**config.mk**
```make
export PLATFORM = sky130hd
export DESIGN_NAME = bytecode_fetch_ctrl_flat
export DESIGN_NICKNAME = d
export VERILOG_FILES = /design/src/rtl/bytecode_fetch_ctrl_if.sv /design/src/rtl/bytecode_fetch_ctrl.sv /design/src/flat_wrapper.sv
export SDC_FILE = /design/constraint.sdc
export NUM_CORES = 1
export LEC_CHECK = 0
export CAP_MARGIN = 20
export CORE_MARGIN = 3
export CORE_UTILIZATION = 45
export CTS_BUF_LIST = sky130_fd_sc_hd__clkbuf_16
export CTS_CLUSTER_DIAMETER = 200
export DETAILED_ROUTE_END_ITERATION = 10
export PLACE_DENSITY = 0.7
export SLEW_MARGIN = 20
export SYNTH_ARGS = -nofsm -noshare
export SYNTH_HDL_FRONTEND = slang
export SYNTH_SLANG_ARGS = --single-unit
```
**constraint.sdc**
```tcl
create_clock -name clk -period 3.63 [get_ports clk]
set_input_delay 0.363 -clock clk [delete_from_list [all_inputs] [get_ports clk]]
set_output_delay 0.363 -clock clk [all_outputs]
set_load 0.01 [all_outputs]
```
**src/rtl/bytecode_fetch_ctrl_if.sv**
```systemverilog
// Memory request bus and decoded-byte stream of the bytecode fetch unit.
// master = fetch controller side, slave = memory/decoder side.
interface bytecode_fetch_ctrl_if #(
  parameter int unsigned ADDRESS_WIDTH = 8
);
  logic [ADDRESS_WIDTH-1:0] mem_address;
  logic                     mem_start;
  logic                     mem_rwn;
  logic [7:0]               mem_data;
  logic                     mem_ready;
  logic                     out_valid;
  logic [7:0]               out_byte;
  logic [ADDRESS_WIDTH-1:0] out_pc;
  logic                     out_ready;

  modport master (
    output mem_address,
    output mem_start,
    output mem_rwn,
    input  mem_data,
    input  mem_ready,
    output out_valid,
    output out_byte,
    output out_pc,
    input  out_ready
  );

  modport slave (
    input  mem_address,
    input  mem_start,
    input  mem_rwn,
    output mem_data,
    output mem_ready,
    input  out_valid,
    input  out_byte,
    input  out_pc,
    output out_ready
  );
endinterface

```
**src/rtl/bytecode_fetch_ctrl.sv**
```systemverilog
// Bytecode fetch sequencer: owns the PC, reads jvm_memory one byte at a
// time and buffers PC-tagged bytes for the decoder; redirects flush.
module bytecode_fetch_ctrl #(
  parameter int unsigned              ADDRESS_WIDTH = 8,
  parameter int unsigned              FIFO_DEPTH    = 4,
  parameter logic [ADDRESS_WIDTH-1:0] RESET_PC      = '0
) (
  input  logic                     clk,
  input  logic                     reset,
  input  logic                     run,
  input  logic                     redirect_valid,
  input  logic [ADDRESS_WIDTH-1:0] redirect_pc,
  output logic                     busy,
  bytecode_fetch_ctrl_if.master    bus
);
  localparam int PW = $clog2(FIFO_DEPTH);
  localparam int CW = $clog2(FIFO_DEPTH + 1);
  localparam int AW = ADDRESS_WIDTH;

  typedef enum logic [1:0] {
    IDLE,
    REQ,
    DISCARD
  } state_t;

  state_t          state;
  state_t          state_nxt;
  logic [AW-1:0]   pc;
  logic [AW-1:0]   pc_nxt;
  logic [AW-1:0]   req_pc;
  logic [AW-1:0]   req_pc_nxt;
  logic            push;
  logic            pop;
  logic            flush;

  logic [7:0]      byte_q [FIFO_DEPTH];
  logic [AW-1:0]   pc_q   [FIFO_DEPTH];
  logic [PW-1:0]   rd_ptr;
  logic [PW-1:0]   wr_ptr;
  logic [CW-1:0]   count;
  logic [CW-1:0]   count_after_pop;

  assign pop             = (count != '0) && bus.out_ready;
  assign count_after_pop = count - CW'(pop);

  always_comb begin
    state_nxt  = state;
    pc_nxt     = pc;
    req_pc_nxt = req_pc;
    push       = 1'b0;
    flush      = 1'b0;
    if (redirect_valid) begin
      pc_nxt = redirect_pc;
      flush  = 1'b1;
    end
    unique case (state)
      IDLE: begin
        // Credit check: only issue when the byte is sure to find a slot.
        if (!redirect_valid && run &&
            (count_after_pop < CW'(FIFO_DEPTH))) begin
          req_pc_nxt = pc;
          pc_nxt     = pc + AW'(1);
          state_nxt  = REQ;
        end
      end
      REQ: begin
        if (bus.mem_ready) begin
          push      = !redirect_valid;
          state_nxt = IDLE;
        end else if (redirect_valid) begin
          state_nxt = DISCARD;
        end
      end
      DISCARD: begin
        if (bus.mem_ready) state_nxt = IDLE;
      end
      default: state_nxt = IDLE;
    endcase
  end

  always_ff @(posedge clk or negedge reset) begin
    if (!reset) begin
      state  <= IDLE;
      pc     <= RESET_PC;
      req_pc <= '0;
    end else begin
      state  <= state_nxt;
      pc     <= pc_nxt;
      req_pc <= req_pc_nxt;
    end
  end

  always_ff @(posedge clk or negedge reset) begin
    if (!reset) begin
      rd_ptr <= '0;
      wr_ptr <= '0;
      count  <= '0;
    end else if (flush) begin
      rd_ptr <= '0;
      wr_ptr <= '0;
      count  <= '0;
    end else begin
      if (push) wr_ptr <= wr_ptr + PW'(1);
      if (pop)  rd_ptr <= rd_ptr + PW'(1);
      count <= count + CW'(push) - CW'(pop);
    end
  end

  always_ff @(posedge clk) begin
    if (push) begin
      byte_q[wr_ptr] <= bus.mem_data;
      pc_q[wr_ptr]   <= req_pc;
    end
  end

  assign busy            = (state != IDLE);
  assign bus.mem_start   = (state != IDLE);
  assign bus.mem_address = bus.mem_start ? req_pc : '0;
  assign bus.mem_rwn     = 1'b1;
  assign bus.out_valid   = (count != '0);
  assign bus.out_byte    = bus.out_valid ? byte_q[rd_ptr] : '0;
  assign bus.out_pc      = bus.out_valid ? pc_q[rd_ptr] : '0;
endmodule
```
**src/flat_wrapper.sv**
```systemverilog
// flat-port wrapper written by rule: the top's interface ports become plain ports
module bytecode_fetch_ctrl_flat 
#(
  parameter int unsigned              ADDRESS_WIDTH = 8,
  parameter int unsigned              FIFO_DEPTH    = 4,
  parameter logic [ADDRESS_WIDTH-1:0] RESET_PC      = '0
)
  (clk, reset, run, redirect_valid, redirect_pc, busy, bus_mem_address, bus_mem_start, bus_mem_rwn, bus_mem_data, bus_mem_ready, bus_out_valid, bus_out_byte, bus_out_pc, bus_out_ready);
  bytecode_fetch_ctrl_if #(.ADDRESS_WIDTH(ADDRESS_WIDTH)) bus_i ();
  input  logic clk;
  input  logic reset;
  input  logic run;
  input  logic redirect_valid;
  input  logic [ADDRESS_WIDTH-1:0] redirect_pc;
  output logic busy;
  output wire logic [$bits(bus_i.mem_address)-1:0] bus_mem_address;
  output wire logic [$bits(bus_i.mem_start)-1:0] bus_mem_start;
  output wire logic [$bits(bus_i.mem_rwn)-1:0] bus_mem_rwn;
  input wire logic [$bits(bus_i.mem_data)-1:0] bus_mem_data;
  input wire logic [$bits(bus_i.mem_ready)-1:0] bus_mem_ready;
  output wire logic [$bits(bus_i.out_valid)-1:0] bus_out_valid;
  output wire logic [$bits(bus_i.out_byte)-1:0] bus_out_byte;
  output wire logic [$bits(bus_i.out_pc)-1:0] bus_out_pc;
  input wire logic [$bits(bus_i.out_ready)-1:0] bus_out_ready;
  assign bus_mem_address = bus_i.mem_address;
  assign bus_mem_start = bus_i.mem_start;
  assign bus_mem_rwn = bus_i.mem_rwn;
  assign bus_i.mem_data = bus_mem_data;
  assign bus_i.mem_ready = bus_mem_ready;
  assign bus_out_valid = bus_i.out_valid;
  assign bus_out_byte = bus_i.out_byte;
  assign bus_out_pc = bus_i.out_pc;
  assign bus_i.out_ready = bus_out_ready;
  bytecode_fetch_ctrl #(.ADDRESS_WIDTH(ADDRESS_WIDTH), .FIFO_DEPTH(FIFO_DEPTH), .RESET_PC(RESET_PC)) u_core (.clk(clk), .reset(reset), .run(run), .redirect_valid(redirect_valid), .redirect_pc(redirect_pc), .busy(busy), .bus(bus_i));
endmodule
```
## Word level (Yosys, flattened, before mapping)

Memory sizes are Yosys's and may differ from the RTL's.
Cells that the tools add are included.

| word-level totals | value |
|---|---|
| word-level logic and storage cells | 52 |
| output and inout bits | 28 |
| bits in read-only memories | 0 |
| input bits | 22 |
| bits in registers | 25 |
| memories | 2 |
| bits in latches | 0 |
| bits in writable memories | 64 |

Memory list:

| name | depth | width | rd ports | clocked after memory_dff | write ports | RTL line | text |
|---|---|---|---|---|---|---|---|
| u_core.byte_q | 4 | 8 | 1 | 0 | 1 | bytecode_fetch_ctrl.sv:36 | `logic [7:0] byte_q [FIFO_DEPTH];` |
| u_core.pc_q | 4 | 8 | 1 | 0 | 1 | bytecode_fetch_ctrl.sv:37 | `logic [AW-1:0] pc_q [FIFO_DEPTH];` |

| operators by class | value |
|---|---|
| shifts and indexed selects | 0 |
| multipliers | 0 |
| multiplexer cells | 21 |
| reduce and logical (&&, ||, !) cells | 11 |
| bitwise operators | 0 |
| add/sub/neg operators | 6 |
| magnitude comparators | 1 |
| divide/modulo/power cells | 0 |
| equal/unequal tests | 5 |

Operators by type and width:

| operator | count |
|---|---|
| 8-bit 2-to-1 mux | 6 |
| 2-bit 2-to-1 mux | 8 |
| 8-bit by 1-bit adder with 8-bit output (second input constant) | 1 |
| 2-bit case mux with 3 select lines | 1 |
| 2-bit nonzero test | 3 |
| 3-bit by 1-bit subtractor with 3-bit output | 2 |
| 1-bit 2-to-1 mux | 5 |
| 2-bit by 1-bit adder with 2-bit output (second input constant) | 2 |
| 3-bit by 1-bit adder with 3-bit output | 1 |
| 1-bit logical AND | 3 |
| 3-bit < comparator (second input constant) | 1 |
| 3-bit 2-to-1 mux | 1 |
| 3-bit != test (second input constant) | 1 |
| 3-bit AND reduction | 1 |
| 3-bit nonzero test | 1 |
| 2-bit by 1-bit equality test with 1-bit output (second input constant) | 1 |
| 2-bit equality test (second input constant) | 1 |
| 2-bit zero test | 1 |
| 2-bit by 1-bit != test with 1-bit output (second input constant) | 1 |
| 2-bit != test (second input constant) | 1 |
| 2-bit AND reduction | 1 |
| 1-bit zero test | 1 |

## Depth between registers and ports, before layout

| depth | value |
|---|---|
| depth in word-level cells | 7 |
| gate-level depth with buffers | 13 |
| gate-level depth less buffers | 12 |

## Least setup slack after synthesis

OpenSTA, ideal clock, no wires.

| timing | value |
|---|---|
| path type | reg2reg |
| start point | register u_core.count[2] |
| end point | register u_core.count[2] |
| setup slack | 1112 ps |
| stages on the path, launching flop included | 13 |
| arrival time | 2387 ps |
| clock period less this slack | 2518 ps |
| cell sequence | dfrtp_1 -> clkbuf_1 -> or3_1 -> clkbuf_1 -> and2_1 -> ha_1 -> inv_1 -> ha_1 -> inv_1 -> fa_1 -> xor2_1 -> xnor2_1 -> nor2_1 |

| between the ends | value |
|---|---|
| cells in the longest elaborated chain, start to end | 4 |
| elaborated cells on any way between the ends | 5 |
| classes of those cells | add/sub: 2; mux: 1; reduce/logical: 2 |

RTL lines:

| what | RTL line | text |
|---|---|---|
| start: declaration | bytecode_fetch_ctrl.sv:40 | `logic [CW-1:0] count;` |
| start signal: assignment | bytecode_fetch_ctrl.sv:105 | `count <= count + CW'(push) - CW'(pop);` |
| parallel branches: the longest is 2 deep, another holds 3-bit by 1-bit adder with 3-bit output | n/a |  |
| 3-bit by 1-bit subtractor with 3-bit output * | bytecode_fetch_ctrl.sv:105 |  |
| 3-bit 2-to-1 mux * | bytecode_fetch_ctrl.sv:98 | `end else if (flush) begin` |

Every way passes the cells marked *.
A chain may end at the register's enable or synchronous reset.

## Final worst setup path

Same ends and word-level chain as after synthesis.

==> results.sh <==
export IMPL_slew_violations=0
export IMPL_syn_area_per_cell_um2=15.6
export IMPL_cts_root_buf="clkbuf_16"
export IMPL_synth_main_ff_cell="edfxtp_1"
export IMPL_areaGrowthSynthToFinish_pct=22.4
export IMPL_dr_pass1_iters=4
export IMPL_synth_edf_count=64
export IMPL_clk_transition_reported_paths_ps=60
export IMPL_antenna_found_initial=0
export IMPL_outcome="complete, no violations"
export IMPL_post_cts_repair_setup_buffers=0
export IMPL_ant_nets=0
export IMPL_vdd_ir_drop_worst_mv=0.301
export IMPL_core_area_mm2=0.00826
export IMPL_grt_pass1_wl_um=11000
export IMPL_rows=33
export IMPL_slew_headroom_pct=43.1
export IMPL_setup_tns_final_ps=0
export IMPL_initial_core_util_pct=46.8
export IMPL_p_leak_nw=1.69
export IMPL_tightest_slew_ps=854
export IMPL_hold_class="in2async"
export IMPL_hold_slack_ps=385
export IMPL_synthMuxAreaShare_pct=13.2
export IMPL_layout_common_cells="edfxtp_1 (64), clkdlybuf4s50_1 (48), dfrtp_1 (25)"
export IMPL_crit_type="reg2reg"
export IMPL_grt_max_degree=26
export IMPL_synth_top_family_by_area="multiplexers"
export IMPL_drt_wl_total_um=6640
export IMPL_synth_compound_area_share_pct=3.21
export IMPL_maxCapViolCount=0
export IMPL_post_route_drc_count=0
export IMPL_layout_nets=326
export IMPL_portBuffers=48
export IMPL_clkLatencyLatePin_ps=340
export IMPL_syn_nets=277
export IMPL_numCtsBuffers=9
export IMPL_grt_pass1_vias=2205
export IMPL_final_common_cell="edfxtp_1"
export IMPL_vias_per_cell=5.13
export IMPL_htreeDepth=3
export IMPL_crit_fanout=19
export IMPL_synthCells=247
export IMPL_cts_path_max_buffers=2
export IMPL_synth_seq_cells=89
export IMPL_die_area_mm2=0.00973
export IMPL_cp_end_kind="register"
export IMPL_post_route_period_util_pct=76.2
export IMPL_antenna_cells=0
export IMPL_fin_skew_ps=7.80
export IMPL_synth_xor_area_share_pct=1.59
export IMPL_setup_viol=0
export IMPL_routed_via_count=2081
export IMPL_cts_tree="yes"
export IMPL_grtUsageTotal_pct=14.9
export IMPL_rsz0062_at_grt="false"
export IMPL_io_pins=50
export IMPL_final_layout_size_suffix_gt1_share_pct=15.3
export IMPL_gp_congestion=0.792
export IMPL_cts_resized_gates=0
export IMPL_powerDensity_mw_per_mm2=684
export IMPL_drtIter0Drc=90
export IMPL_finalPower_w=0.00323
export IMPL_ctsHoldBuffers=0
export IMPL_fmax_mhz=362
export IMPL_clock_sinks=89
export IMPL_cp_arrival_ps=2970
export IMPL_required_ps=3830
export IMPL_die_x_um=98.6
export IMPL_die_height_um=98.6
export IMPL_syn_cell_area_mm2=0.00386
export IMPL_synth_cell_types=36
export IMPL_wl_per_cell_um=16.3
export IMPL_yosys_warnings=0
export IMPL_synthAdderAreaFrac_pct=2.79
export IMPL_start_kind="register"
export IMPL_min_period_ps=2770
export IMPL_yosys_area_share_simple_pct=10.2
export IMPL_hold_violations=0
export IMPL_place_hpwl_um=4380
export IMPL_grt_ovfl_total=0
export IMPL_async_reset_ff_share_pct=28.1
export IMPL_synth_seq_area_share_pct=66.0
-- metrics by stage --
step	instances	setup slack [ps]	util [%]	cell area, µm²
2_1_floorplan	247	1110	-	3860
3_3_place_gp	390	877	53.7	4430
3_5_place_dp	390	828	53.7	4430
4_1_cts	406	812	57.2	4730
5_1_grt	406	646	57.2	4730
6_report	406	864	57.2	4730
-- path summary, 6_finish.rpt --
path	from	endpoint	slack, ps	cells past startpoint
max reg2reg	u_core.count[2]	u_core.count[2]	860	10
min	reset	u_core.pc[0]	390	2
min in group clk	u_core.req_pc[1]	u_core.pc_q[1][1]	540	0
max in group asynchronous	reset	u_core.rd_ptr[1]	2990	2
max	u_core.count[2]	u_core.count[2]	860	10
min reg2reg	u_core.req_pc[1]	u_core.pc_q[1][1]	540	0
-- power by group --
part           internal, W  switching (W)
registers          0.00124       0.000142
clock network     0.000533       0.000365
logic             0.000561       0.000391
total              0.00233       0.000898
-- cell usage after synthesis (5+ instances only) --
cell type | instances | area share, %
nand2_1 | 9 | 0.87
mux2_2 | 9 | 2.6
and2_1 | 22 | 3.6
mux4_2 | 16 | 9.3
clkbuf_1 | 7 | 0.68
edfxtp_1 | 64 | 50
dfrtp_1 | 25 | 16
inv_1 | 12 | 1.2
ha_1 | 7 | 2.3
xnor2_1 | 5 | 1.1
nand3_1 | 6 | 0.78
nor2_1 | 15 | 1.5
nor2b_1 | 13 | 2.1
-- registers in the layout, indices dropped and copies added, names as in the netlist --
register and count:
u_core.byte_q 32, u_core.pc_q 32, u_core.pc 8, u_core.req_pc 8, u_core.count 3, u_core.rd_ptr 2, u_core.state 2, u_core.wr_ptr 2
-- area by class of cell --
class | count | area [µm²]
fill | 674 | 3530
sequential | 89 | 2550
multi-input combinational | 132 | 1200
timing repair buffer | 52 | 510
clock buffer | 9 | 225
tap | 105 | 131
clock inverter | 7 | 68.8
inverter | 12 | 45.0
-- kinds of logic (layout without fill, tap and decap cells) --
family,Yosys count,in the layout
mux,29,29
fa+ha+maj,8,8
xor+xnor,7,7
simple gates,74,74
other cells,1,1
buf+inv,26,80
compound gates,13,13
flops,89,89
-- critical path: stages (launching register included) --
cell and delay (ps):
dfrtp_1 490, or3_1 610, and2_1 300, ha_1 290, inv_1 60, ha_1 130
inv_1 50, fa_1 370, xor2_1 160, xnor2_1 150, nor2_1 50
-- per-layer routing --
metal	share of wire, %	global-route usage [%]
met4	1.3	4.83
met5	0	0
met1	45	19.2
met2	49	23.6
met3	5.4	5.52
Power figures use the tool's default switching activity.
